File: config.mk
export PLATFORM = sky130hd
export DESIGN_NAME = issue_scheduler
export DESIGN_NICKNAME = d
export VERILOG_FILES = /design/src/rtl/dispatch_pkg.sv /design/src/rtl/cdb_slot_shreg.sv /design/src/rtl/issue_scheduler.sv
export SDC_FILE = /design/constraint.sdc
export NUM_CORES = 1
export LEC_CHECK = 0
export CORE_MARGIN = 2
export CORE_UTILIZATION = 24
export DETAILED_ROUTE_END_ITERATION = 10
export HOLD_SLACK_MARGIN = 0.12
export PLACE_DENSITY = 0.49
export SYNTH_ARGS = -nofsm -noshare
export SYNTH_HDL_FRONTEND = slang
export SYNTH_HIERARCHICAL = 1
export SYNTH_SLANG_ARGS = --single-unit
File: constraint.sdc
create_clock -name clock -period 3.5 [get_ports clock]
set_input_delay 1.05 -clock clock [delete_from_list [all_inputs] [get_ports clock]]
set_output_delay 1.05 -clock clock [all_outputs]
set_load 0.02 [all_outputs]
File: src/rtl/dispatch_pkg.sv
// Shared definitions for the issue scheduler: CDB owner codes, the
// reservation-slot record and default widths.
package dispatch_pkg;

  localparam int TAG_W_DEFAULT   = 5;
  localparam int MUL_LAT_DEFAULT = 4;

  // Which execution unit owns the CDB in a given cycle.
  typedef enum logic [1:0] {
    CDB_SRC_NONE = 2'b00,
    CDB_SRC_INT  = 2'b01,
    CDB_SRC_LDST = 2'b10,
    CDB_SRC_MUL  = 2'b11
  } cdb_src_e;

  // One CDB reservation: owner and the ROB tag it will drive.
  typedef struct packed {
    cdb_src_e                 src;
    logic [TAG_W_DEFAULT-1:0] tag;
  } cdb_slot_t;

endpackage

File: src/rtl/cdb_slot_shreg.sv
// CDB reservation shift register. Slot k names the bus owner k cycles from
// now. Single-cycle units load at slot 0, the multiplier loads at the far
// end, and everything else moves one slot closer each cycle.
module cdb_slot_shreg
  import dispatch_pkg::*;
#(
  parameter int MUL_LAT = MUL_LAT_DEFAULT,
  parameter int TAG_W   = TAG_W_DEFAULT
) (
  input  logic             clock,
  input  logic             reset,
  input  logic             head_load,
  input  logic [1:0]       head_src,
  input  logic [TAG_W-1:0] head_tag,
  input  logic             tail_load,
  input  logic [TAG_W-1:0] tail_tag,
  output logic             slot1_free,
  output logic [1:0]       cdb_src,
  output logic [TAG_W-1:0] cdb_tag,
  output logic [3:0]       busy
);

  cdb_src_e         src_q [MUL_LAT];
  logic [TAG_W-1:0] tag_q [MUL_LAT];

  // Advance reservations one slot per cycle; load new owners at both ends.
  // NOTE: non-blocking assignments let every slot read its neighbour's old
  // value, so the shift happens in parallel regardless of statement order.
  always_ff @(posedge clock) begin
    if (reset) begin
      // NOTE: the slot array is reset (unlike a data RAM) because a stale
      // owner would be driven onto the CDB and would block int/LD-ST grants.
      for (int k = 0; k < MUL_LAT; k++) begin
        src_q[k] <= CDB_SRC_NONE;
        tag_q[k] <= '0;
      end
    end else begin
      for (int k = 1; k < MUL_LAT - 1; k++) begin
        src_q[k] <= src_q[k+1];
        tag_q[k] <= tag_q[k+1];
      end
      // A head load only happens when slot 1 is empty, so nothing is lost.
      if (head_load) begin
        src_q[0] <= cdb_src_e'(head_src);
        tag_q[0] <= head_tag;
      end else begin
        src_q[0] <= src_q[1];
        tag_q[0] <= tag_q[1];
      end
      src_q[MUL_LAT-1] <= tail_load ? CDB_SRC_MUL : CDB_SRC_NONE;
      tag_q[MUL_LAT-1] <= tail_load ? tail_tag : '0;
    end
  end

  assign slot1_free = (src_q[1] == CDB_SRC_NONE);
  assign cdb_src    = src_q[0];
  assign cdb_tag    = tag_q[0];

  // Count occupied slots, including the current bus owner in slot 0.
  always_comb begin
    busy = '0;
    for (int k = 0; k < MUL_LAT; k++) begin
      busy = busy + {3'b000, (src_q[k] != CDB_SRC_NONE)};
    end
  end

endmodule

File: src/rtl/issue_scheduler.sv
// Issue scheduler: grants one integer-or-LD/ST instruction and optionally
// one multiply per cycle, booking CDB cycles so no two results collide.
module issue_scheduler
  import dispatch_pkg::*;
#(
  parameter int MUL_LAT = MUL_LAT_DEFAULT,
  parameter int TAG_W   = TAG_W_DEFAULT
) (
  input  logic             clock,
  input  logic             reset,
  input  logic             issueque_int_ready,
  input  logic [TAG_W-1:0] issueque_int_tag,
  input  logic             issueque_ld_st_ready,
  input  logic [TAG_W-1:0] issueque_ld_st_tag,
  input  logic             issueque_mul_ready,
  input  logic [TAG_W-1:0] issueque_mul_tag,
  input  logic             Cdb_flush,
  output logic             issue_int,
  output logic             issue_ld_st,
  output logic             issue_mul,
  output logic [1:0]       cdb_sel,
  output logic [TAG_W-1:0] cdb_expect_tag,
  output logic [3:0]       cdb_slots_busy
);

  logic             slot1_free;
  logic             lru;        // 1: LD/ST granted most recently, int wins next tie
  logic             head_load;
  cdb_src_e         head_src;
  logic [TAG_W-1:0] head_tag;

  // Arbitrate int vs LD/ST by LRU when next cycle's CDB slot is free;
  // the multiplier's slot at distance MUL_LAT is always free.
  always_comb begin
    // NOTE: every output gets a default first so no path can infer a latch.
    issue_int   = 1'b0;
    issue_ld_st = 1'b0;
    issue_mul   = 1'b0;
    if (!reset && !Cdb_flush) begin
      issue_mul = issueque_mul_ready;
      if (slot1_free) begin
        if (issueque_int_ready && issueque_ld_st_ready) begin
          issue_int   = lru;
          issue_ld_st = !lru;
        end else begin
          issue_int   = issueque_int_ready;
          issue_ld_st = issueque_ld_st_ready;
        end
      end
    end
  end

  assign head_load = issue_int | issue_ld_st;
  assign head_src  = issue_int ? CDB_SRC_INT : CDB_SRC_LDST;
  assign head_tag  = issue_int ? issueque_int_tag : issueque_ld_st_tag;

  // Remember which single-cycle queue was served last.
  always_ff @(posedge clock) begin
    if (reset) begin
      lru <= 1'b1;
    end else if (issue_int) begin
      lru <= 1'b0;
    end else if (issue_ld_st) begin
      lru <= 1'b1;
    end
  end

  cdb_slot_shreg #(
    .MUL_LAT (MUL_LAT),
    .TAG_W   (TAG_W)
  ) u_slots (
    .clock      (clock),
    .reset      (reset),
    .head_load  (head_load),
    .head_src   (head_src),
    .head_tag   (head_tag),
    .tail_load  (issue_mul),
    .tail_tag   (issueque_mul_tag),
    .slot1_free (slot1_free),
    .cdb_src    (cdb_sel),
    .cdb_tag    (cdb_expect_tag),
    .busy       (cdb_slots_busy)
  );

endmodule

=== Word level (Yosys, flattened, before mapping) ===
Memory sizes are Yosys's and may differ from the RTL's.
Index checks and enable logic that the tools add are counted.

* Flip-flop bits (word level): 1
* Bits in writable memories: 28
* Input bits: 21
* Output and inout port bits: 14
* Memories kept: 2

* $add $sub $neg: 3
* Mux-type cells: 32
* Bitwise logic cells: 11
* Reduce and logical (&&, ||, !) cells: 11

{| class="wikitable"
|+ Memories
! memory !! depth !! width !! read ports !! clocked after Yosys merged registers in !! wr ports !! RTL line !! RTL
|-
| u_slots.tag_q || 4 || 5 || 4 || 0 || 4 || cdb_slot_shreg.sv:24 || <nowiki>logic [TAG_W-1:0] tag_q [MUL_LAT];</nowiki>
|-
| u_slots.src_q || 4 || 2 || 4 || 0 || 4 || cdb_slot_shreg.sv:23 || <nowiki>cdb_src_e src_q [MUL_LAT];</nowiki>
|}

{| class="wikitable"
|+ Operators with widths
! kind !! count
|-
| $mux W5 || 7
|-
| $mux W1 || 18
|-
| $mux W2 || 7
|-
| $or A1 B1 Y1 || 11
|-
| $reduce_bool A2 Y1 || 5
|-
| $add A4 B1 Y4 || 2
|-
| $logic_not A1 Y1 || 3
|-
| $add A1 B1 Y2 || 1
|-
| $logic_and A1 B1 Y1 || 2
|-
| $logic_not A2 Y1 || 1
|}

=== Logic depth before layout (Yosys ltp) ===
Gate-level depths: netlist of the first run.

* Depth after elaboration: 10
* Mapped depth: 5

=== Hierarchy ===
The synthesis of the first run kept the hierarchy.

{| class="wikitable"
|+ Modules (own cells, without submodules)
! module !! instances !! cells each !! area each (um^2) !! seq. area each (um^2)
|-
| cdb_slot_shreg || 1 || 78 || 1044.8 || 690.7
|-
| issue_scheduler || 1 || 18 || 172.7 || 20.0
|}

=== Worst setup path after synthesis of the first run ===
OpenSTA, ideal clock, no wires.

* Path type: input port to output port
* Start point: input port issueque_ld_st_ready
* End point: output port issue_ld_st
* Data arrival time: 2227 ps
* Data required time: 2450 ps
* Slack: 223 ps
* Stages on the path: 2
* Path buffers: 0
* Path through: nand2_1 a2111oi_0

* Cells in the longest elaborated chain, start to end: 4

{| class="wikitable"
|+ RTL lines
! element !! RTL line !! RTL
|-
| start: declaration || issue_scheduler.sv:13 || <nowiki>input logic issueque_ld_st_ready,</nowiki>
|-
| $logic_and A1 B1 Y1 || issue_scheduler.sv:42 || <nowiki>if (issueque_int_ready && issueque_ld_st_ready) begin</nowiki>
|-
| $mux W1 * || issue_scheduler.sv:42 ||
|-
| $mux W1 * || issue_scheduler.sv:41 || <nowiki>if (slot1_free) begin</nowiki>
|-
| $mux W1 * || issue_scheduler.sv:39 || <nowiki>if (!reset && !Cdb_flush) begin</nowiki>
|-
| end: declaration || issue_scheduler.sv:19 || <nowiki>output logic issue_ld_st,</nowiki>
|}

Mark *: on every way between the ends. The rest lies on a longest branch, timed or not.

==> results of run 1 <==
[worst max path at each step]
stage	slack, ps	endpoint	start
after detailed placement	-190	issue_ld_st	issueque_ld_st_ready
after CTS	100	cdb_slots_busy[1]	u_slots/src_q[1][0]
after global routing	10	cdb_slots_busy[1]	u_slots/src_q[1][0]
after global placement	-180	issue_ld_st	issueque_ld_st_ready
after floorplan	220	issue_ld_st	issueque_ld_st_ready
final	130	cdb_slots_busy[1]	u_slots/src_q[1][0]
[cell families after synthesis]
family / count (synthesis) / share of synthesized area (%)
AO/OA/AOI/OAI: 7 / 5.65
adder cells (fa/ha/maj): 3 / 3.70
buffers and inverters: 17 / 8.43
flip-flops: 26 / 58.4
multiplexers: 10 / 8.74
other: 2 / 0.617
AND/OR/NAND/NOR: 31 / 14.5
[metal layers]
metal / up-vias / share of wire (%)
li1: 396 / -
met1: 357 / 40
met2: 25 / 51
met3: 2 / 8.4
met4: 0 / 0.56
met5: - / 0
[worst max-delay path, cell delays in order (launching register included)]
cell and delay (ps):
sky130_fd_sc_hd__edfxtp_1 350, sky130_fd_sc_hd__inv_1 110, sky130_fd_sc_hd__fa_1 500, sky130_fd_sc_hd__inv_1 50, sky130_fd_sc_hd__ha_1 190, sky130_fd_sc_hd__ha_1 260, sky130_fd_sc_hd__clkdlybuf4s50_1 590
[Yosys cell counts]
library cell,n
sky130_fd_sc_hd__a2111oi_0,1
sky130_fd_sc_hd__a21oi_1,2
sky130_fd_sc_hd__and2_1,5
sky130_fd_sc_hd__and2_2,1
sky130_fd_sc_hd__and2b_1,3
sky130_fd_sc_hd__buf_4,6
sky130_fd_sc_hd__buf_6,2
sky130_fd_sc_hd__clkbuf_2,1
sky130_fd_sc_hd__conb_1,2
sky130_fd_sc_hd__dfxtp_1,7
sky130_fd_sc_hd__edfxtp_1,19
sky130_fd_sc_hd__fa_1,1
sky130_fd_sc_hd__ha_1,2
sky130_fd_sc_hd__inv_1,8
sky130_fd_sc_hd__mux2_2,5
sky130_fd_sc_hd__mux2i_1,5
sky130_fd_sc_hd__nand2_1,4
sky130_fd_sc_hd__nand2b_1,1
sky130_fd_sc_hd__nor2_1,7
sky130_fd_sc_hd__nor2_4,1
sky130_fd_sc_hd__nor2b_1,8
sky130_fd_sc_hd__o2111ai_4,1
sky130_fd_sc_hd__o211a_1,1
sky130_fd_sc_hd__o21ai_0,1
sky130_fd_sc_hd__o311ai_0,1
sky130_fd_sc_hd__or2_2,1
[cells in the final DEF (no fill, tap or decap), drive strengths merged]
| master | count |
|---|---|
| edfxtp | 19 |
| nor2 | 8 |
| dfxtp | 7 |
| o21ai | 1 |
| buf | 4 |
| nor2b | 8 |
| nand2b | 1 |
| nand2 | 4 |
| and2b | 3 |
| dlygate4sd2 | 3 |
| o311ai | 1 |
| fa | 1 |
| inv | 8 |
| conb | 20 |
| a21oi | 2 |
| mux2i | 5 |
| ha | 2 |
| or2 | 1 |
| clkbuf | 4 |
| o2111ai | 1 |
| clkdlybuf4s50 | 30 |
| and2 | 6 |
| o211a | 1 |
| a2111oi | 1 |
| mux2 | 5 |
[per-stage QoR]
step	hold slack [ps]	area (um2)	setup WS (ps)	std cells
after floorplan	487	1280	223	114
after global placement	495	1660	-177	209
after detailed placement	506	1660	-192	209
after CTS	529	1710	99.1	213
after global routing	535	1710	12.8	213
final	526	1710	132	213
[final cells by class]
cell class,count,area share [%]
well taps,67,4.91
flip-flops and latches,26,41.6
clock buffers,4,3.22
inverters,8,1.76
multi-input cells,71,27.6
repair buffers,37,20.9
[sequential cells by signal, indices dropped and copies added, names as in the netlist]
| name | count |
|---|---|
| lru | 1 |
| u_slots/src_q | 5 |
| u_slots/tag_q | 20 |
[power by group through the flow]
stage,registers (mW),clock network (mW),logic [mW]
3_3_place_gp,0.354,0,0.0946
3_5_place_dp,0.355,0,0.0967
6_report,0.348,0.186,0.0950
4_1_cts,0.348,0.199,0.0961
2_1_floorplan,0.355,0,0.0525
5_1_grt,0.349,0.208,0.105
==> metrics.csv, run 1 <==
stage;metric;value;unit
final_layout;area of the multi-input gates;472;um2
yosys;cell count after synthesis;96;
min_path;cell depth of the worst hold path;1;
yosys;synth top area cells;sky130_fd_sc_hd__edfxtp_1 47%, sky130_fd_sc_hd__dfxtp_1 12%, sky130_fd_sc_hd__mux2_2 4.6%;
sta;final hold vios;0;
final_layout;Post-layout nets;171;
floorplan;Horiz. Die Dim;75.2;um
final_layout;Area Growth Syn to Fin;40.3;%
route;vias;780;
power_and_ir_drop;Max rail drop VDD;0.000127;V
power_and_ir_drop;Internal Pwr Total;0.495;mW
route;number of remaining DRC errors;0;
worst_setup_path;Critical Path End Type;output port;
grt;wire length of the first global-routing pass;3370;um
final_layout;Diodes inserted;0;
yosys;mean instance size in the synthesized netlist;12.7;um2
power_and_ir_drop;PD cells;368;nW/um2
worst_setup_path;setup slack of the most critical reg-to-reg path;1870;ps
sta;count of final max-slew check failures;0;
floorplan;Die Ht;75.2;um
clock_network;clock transition at the registers of the reported paths;90;ps
sta;final total negative setup slack;0;ps
floorplan;area of the core;4820;um2
clock_network;depth of the CTS H-tree;1;
worst_setup_path;crit path DAT;2320;ps
placed_design;Placer Congestion;0.799;
yosys;leading area contributor after synthesis;sky130_fd_sc_hd__edfxtp_1;
worst_setup_path;worst reg2reg path depth;6;
placed_design;total half-perimeter wirelength after legalization and detailed placement;1590;um
worst_setup_path;r2r startpoint;u_slots/src_q[1][0];
yosys;count of yosys warnings during synthesis;6;
worst_setup_path;Crit Path Category;register to output port;
floorplan;die outline area;5660;um2
route;number of nets still failing antenna checks after routing;0;
min_path;Worst Hold Class;register to register;
grt;GR Util met1;8.19;%
route;per-cell routed wire length;9.17;um
sta;unrepaired setup endpoints after global routing;no;
power_and_ir_drop;sw frac;21.2;%
yosys;Yosys top cell area share;46.9;%
floorplan;number of cell rows;25;
clock_network;TritonCTS buffer count;3;
clock_network;CTS tree;yes;
clock_network;postcts setup bufs;0;
floorplan;I/O pin cnt;35;
min_path;worst hold path endpoint;u_slots/tag_q[0][10];
grt;routing layer with the top usage in global route;met2;
sta;final-report setup violation count;0;
power_and_ir_drop;post-layout total power;0.629;mW
power_and_ir_drop;fraction of power consumed by sequential logic;55.3;%
final_layout;fraction of layout cells with a size suffix above 1;11.6;%
sta;Max Clk Rate;297;MHz
route;vias per inst;3.66;
grt;number of global-route vias before repair;833;
power_and_ir_drop;Net Switching;0.134;mW
worst_setup_path;largest driver fanout on the critical path;5;
clock_network;clock latency reported for the late side of the worst-skew pair;260;ps
worst_setup_path;Startpoint Class;register;
worst_setup_path;Worst EP required;2450;ps
clock_network;clock buffer depth;2;
route;number of DRC violations after detailed-routing iteration 0;48;
grt;met3 Track Usage GR;2.41;%
yosys;Distinct cells, synth;26;
yosys;post-synthesis register bit count;26;
grt;met2 Use GR;15.1;%
clock_network;Post-CTS Resized;3;
clock_network;clock tree sinks;26;
final_layout;fill count;511;
run;Max-Cap Viols;0;
power_and_ir_drop;part of the total power dissipated in the clock network;29.6;%
yosys;cell area after synthesis;1220;um2
sta;final worst path period need;3370;ps
clock_network;CTS Root Buffer Type;sky130_fd_sc_hd__clkbuf_8;
route;count of TritonRoute iterations in the first routing pass;2;
grt;antenna violations before repair;0;
worst_setup_path;endpoint of the worst-slack reg-to-reg timing path;u_slots/tag_q[0][4];
power_and_ir_drop;combinational fraction of design power;15.1;%
final_layout;FF/Latch Area;711;um2
min_path;hold path start;u_slots/tag_q[0][15];
run_status;outcome;finished, final reports clean;
grt;Total GRT Usage;7.88;%
floorplan;starting utilization of the core area;25.3;%
route;routed wire length;1950;um
final_layout;fin util;35.5;%
sta;period utilisation layout;96.2;%
grt;GR Overflow Total;0;
clock_network;CTS Hold Bufs;0;
yosys;share of synthesized area occupied by flip-flops and latches;58.4;%
placed_design;number of buffers added on ports;33;
power_and_ir_drop;Leakage;0.706;nW
sta;Fin Clk Skew;4.97;ps
grt;maximum number of pins on one net before global-route repair;22;
Power figures use the tool's default switching activity.
==> run 2, diff against run 1 <==
- CORE_UTILIZATION: 24 -> 31
- PLACE_DENSITY: 0.49 -> 0.59
- TNS_END_PERCENT: unset -> 5
==> metrics.csv, run 2 (synthesis gave the netlist of run 1 again) <==
stage;metric;value;unit;change
floorplan;starting utilization of the core area;32.8;%;+7.5 points
clock_network;CTS Hold Bufs;0;;unchanged
route;per-cell routed wire length;9.41;um;+2.5%
worst_setup_path;largest delay contributor family on the critical path;buffers and inverters;;
grt;Total GRT Usage;8.88;%;+0.99 points
clock_network;depth of the CTS H-tree;1;;unchanged
sta;final hold vios;0;;unchanged
final_layout;commonest non-fill, non-tap cell in the layout;sky130_fd_sc_hd__clkdlybuf4s50_1;;
worst_setup_path;Crit Path Category;input port to output port;;
final_layout;Area Growth Syn to Fin;37.5;%;
sta;unrepaired setup endpoints after global routing;no;;
min_path;Worst Hold Class;register to register;;
final_layout;fraction of layout cells with a size suffix above 1;11.0;%;-0.68 points
power_and_ir_drop;fraction of power consumed by sequential logic;57.4;%;+2.1 points
sta;min setup slack post-route;92.8;ps;-39.1 ps
floorplan;area of the core;3720;um2;-23%
run_status;outcome;finished, final reports clean;;
sta;period utilisation layout;97.3;%;+1.1 points
grt;number of global-route vias before repair;698;;-16%
floorplan;I/O pin cnt;35;;unchanged
final_layout;max reg flops;20;;unchanged
placed_design;Placer Congestion;0.742;;-7.1%
clock_network;postcts setup bufs;0;;unchanged
sta;Max Clk Rate;293;MHz;-1.1%
grt;wire length of the first global-routing pass;2950;um;-12%
worst_setup_path;Critical Path End Type;output port;;
worst_setup_path;crit path DAT;2360;ps;+40 ps
worst_setup_path;Buf+Inv Stages, Crit Path;2;;-1
clock_network;clock buffer depth;2;;unchanged
final_layout;top library cells by usage in the layout, fill and taps aside;30 x sky130_fd_sc_hd__clkdlybuf4s50_1, 20 x sky130_fd_sc_hd__conb_1, 19 x sky130_fd_sc_hd__edfxtp_1;;
sta;final worst path period need;3410;ps;+39.1 ps
placed_design;number of buffers added on ports;33;;unchanged
power_and_ir_drop;sw frac;21.4;%;+0.12 points
worst_setup_path;setup slack of the most critical reg-to-reg path;1880;ps;about the same
power_and_ir_drop;Net Switching;0.129;mW;-3.2%
run;Max-Cap Viols;0;;unchanged
worst_setup_path;Worst EP required;2450;ps;about the same
worst_setup_path;crit-path max cell delay;480;ps;-110 ps
power_and_ir_drop;Leakage;0.701;nW;-0.77%
power_and_ir_drop;PD cells;362;nW/um2;-1.8%
clock_network;CTS tree;yes;;
worst_setup_path;slowest CP cell;sky130_fd_sc_hd__clkdlybuf4s50_1;;
final_layout;Diodes inserted;0;;unchanged
final_layout;Post-layout nets;171;;unchanged
route;number of remaining DRC errors;0;;unchanged
route;number of DRC violations after detailed-routing iteration 0;6;;-88%
floorplan;Horiz. Die Dim;66.7;um;-11%
power_and_ir_drop;part of the total power dissipated in the clock network;27.1;%;-2.5 points
worst_setup_path;worst-path cell chain;clkdlybuf4s50_1 -> nand2_1 -> a2111oi_0 -> dlygate4sd1_1;;
route;routed wire length;1830;um;-6.6%
sta;Fin Clk Skew;3.69;ps;-1.28 ps
worst_setup_path;largest driver fanout on the critical path;2;;-3
floorplan;die outline area;4440;um2;-21%
final_layout;biggest registers after layout;u_slots/tag_q (20), u_slots/src_q (5), lru (1);;
grt;GR Overflow Total;0;;unchanged
clock_network;clock transition at the registers of the reported paths;80;ps;about the same
worst_setup_path;Startpoint Class;input port;;
sta;count of final max-slew check failures;0;;unchanged
grt;antenna violations before repair;0;;unchanged
final_layout;register bank with the most flops;u_slots/tag_q;;
route;number of nets still failing antenna checks after routing;0;;unchanged
placed_design;total half-perimeter wirelength after legalization and detailed placement;1450;um;-8.8%
floorplan;Die Ht;66.7;um;-11%
route;vias;766;;-1.8%
power_and_ir_drop;Max rail drop VDD;0.000255;V;+100%
power_and_ir_drop;post-layout total power;0.606;mW;-3.7%
sta;final-report setup violation count;0;;unchanged
clock_network;clock tree sinks;26;;unchanged
power_and_ir_drop;combinational fraction of design power;15.5;%;+0.4 points
clock_network;TritonCTS buffer count;3;;unchanged
power_and_ir_drop;Internal Pwr Total;0.476;mW;-3.9%
grt;maximum number of pins on one net before global-route repair;22;;unchanged
clock_network;CTS Root Buffer Type;sky130_fd_sc_hd__clkbuf_8;;
floorplan;number of cell rows;22;;-12%
route;vias per inst;3.95;;+7.8%
route;count of TritonRoute iterations in the first routing pass;3;;+1
placed_design;Place WS;-242;ps;-50.9 ps
clock_network;clock latency reported for the late side of the worst-skew pair;260;ps;about the same
-- run 2: changes by cell type in the layout (fill, tap and decap cells not counted), sizes merged --
cell         change
dlygate4sd1      +1
dlygate4sd2      -1
-- run 2: metal layers --
| layer | up-vias | part of all wire [%] | GRT usage, % |
|---|---|---|---|
| met5 | - | 0 | 0 |
| met4 | 0 | 0.38 | 2.30 |
| met3 | 3 | 9.4 | 4.05 |
| met2 | 27 | 50 | 15.8 |
| met1 | 342 | 40 | 9.49 |
| li1 | 394 | - | - |
-- run 2: final timing paths --
| kind | startpoint | endpoint | cells after the start |
|---|---|---|---|
| worst max-delay path | issueque_ld_st_ready | issue_ld_st | 4 |
| worst max register to register | u_slots/src_q[1][0] | u_slots/tag_q[0][2] | 6 |
| worst min-delay path | u_slots/tag_q[0][15] | u_slots/tag_q[0][10] | 1 |
| worst min register to register | u_slots/tag_q[0][15] | u_slots/tag_q[0][10] | 1 |
-- run 2: timing repair --
action,CTS,global route
setup endpoints to repair,3,1
gates cloned,0,0
pin swaps,0,0
gates resized for setup,3,1
-- run 2: layout make-up --
type                            instances  area [um2]
Fill cell                             359        2040
Tap cell                               48        60.1
Inverter                                8        30.0
Sequential cell                        26         711
Timing Repair Buffer                   37         357
Clock buffer                            4        45.0
Multi-Input combinational cell         71         472
-- run 2: stage by stage --
step / hold slack (ps) / instance area [um2] / TNS (ps) / util [%] / instances
final: 512 / 1670 / 0 / 45.1 / 194
after global routing: 548 / 1670 / 0 / 45.1 / 194
after CTS: 514 / 1670 / 0 / 45.1 / 194
after detailed placement: 494 / 1630 / -358 / 43.9 / 190
after global placement: 493 / 1630 / -258 / 43.9 / 190
after floorplan: 487 / 1280 / 0 / - / 114
-- run 2: power by group through the flow --
stage	combinational, mW	clock, mW	sequential (mW)
2_1_floorplan	0.0525	0	0.355
4_1_cts	0.0951	0.174	0.348
6_report	0.0942	0.164	0.348
3_5_place_dp	0.0956	0	0.355
3_3_place_gp	0.0942	0	0.354
5_1_grt	0.103	0.185	0.349
==> run 3, diff against run 2 <==
- SLEW_MARGIN: unset -> 0
==> results of run 3 <==
The final DEF is identical to that of run 2; final timing and power are the same.
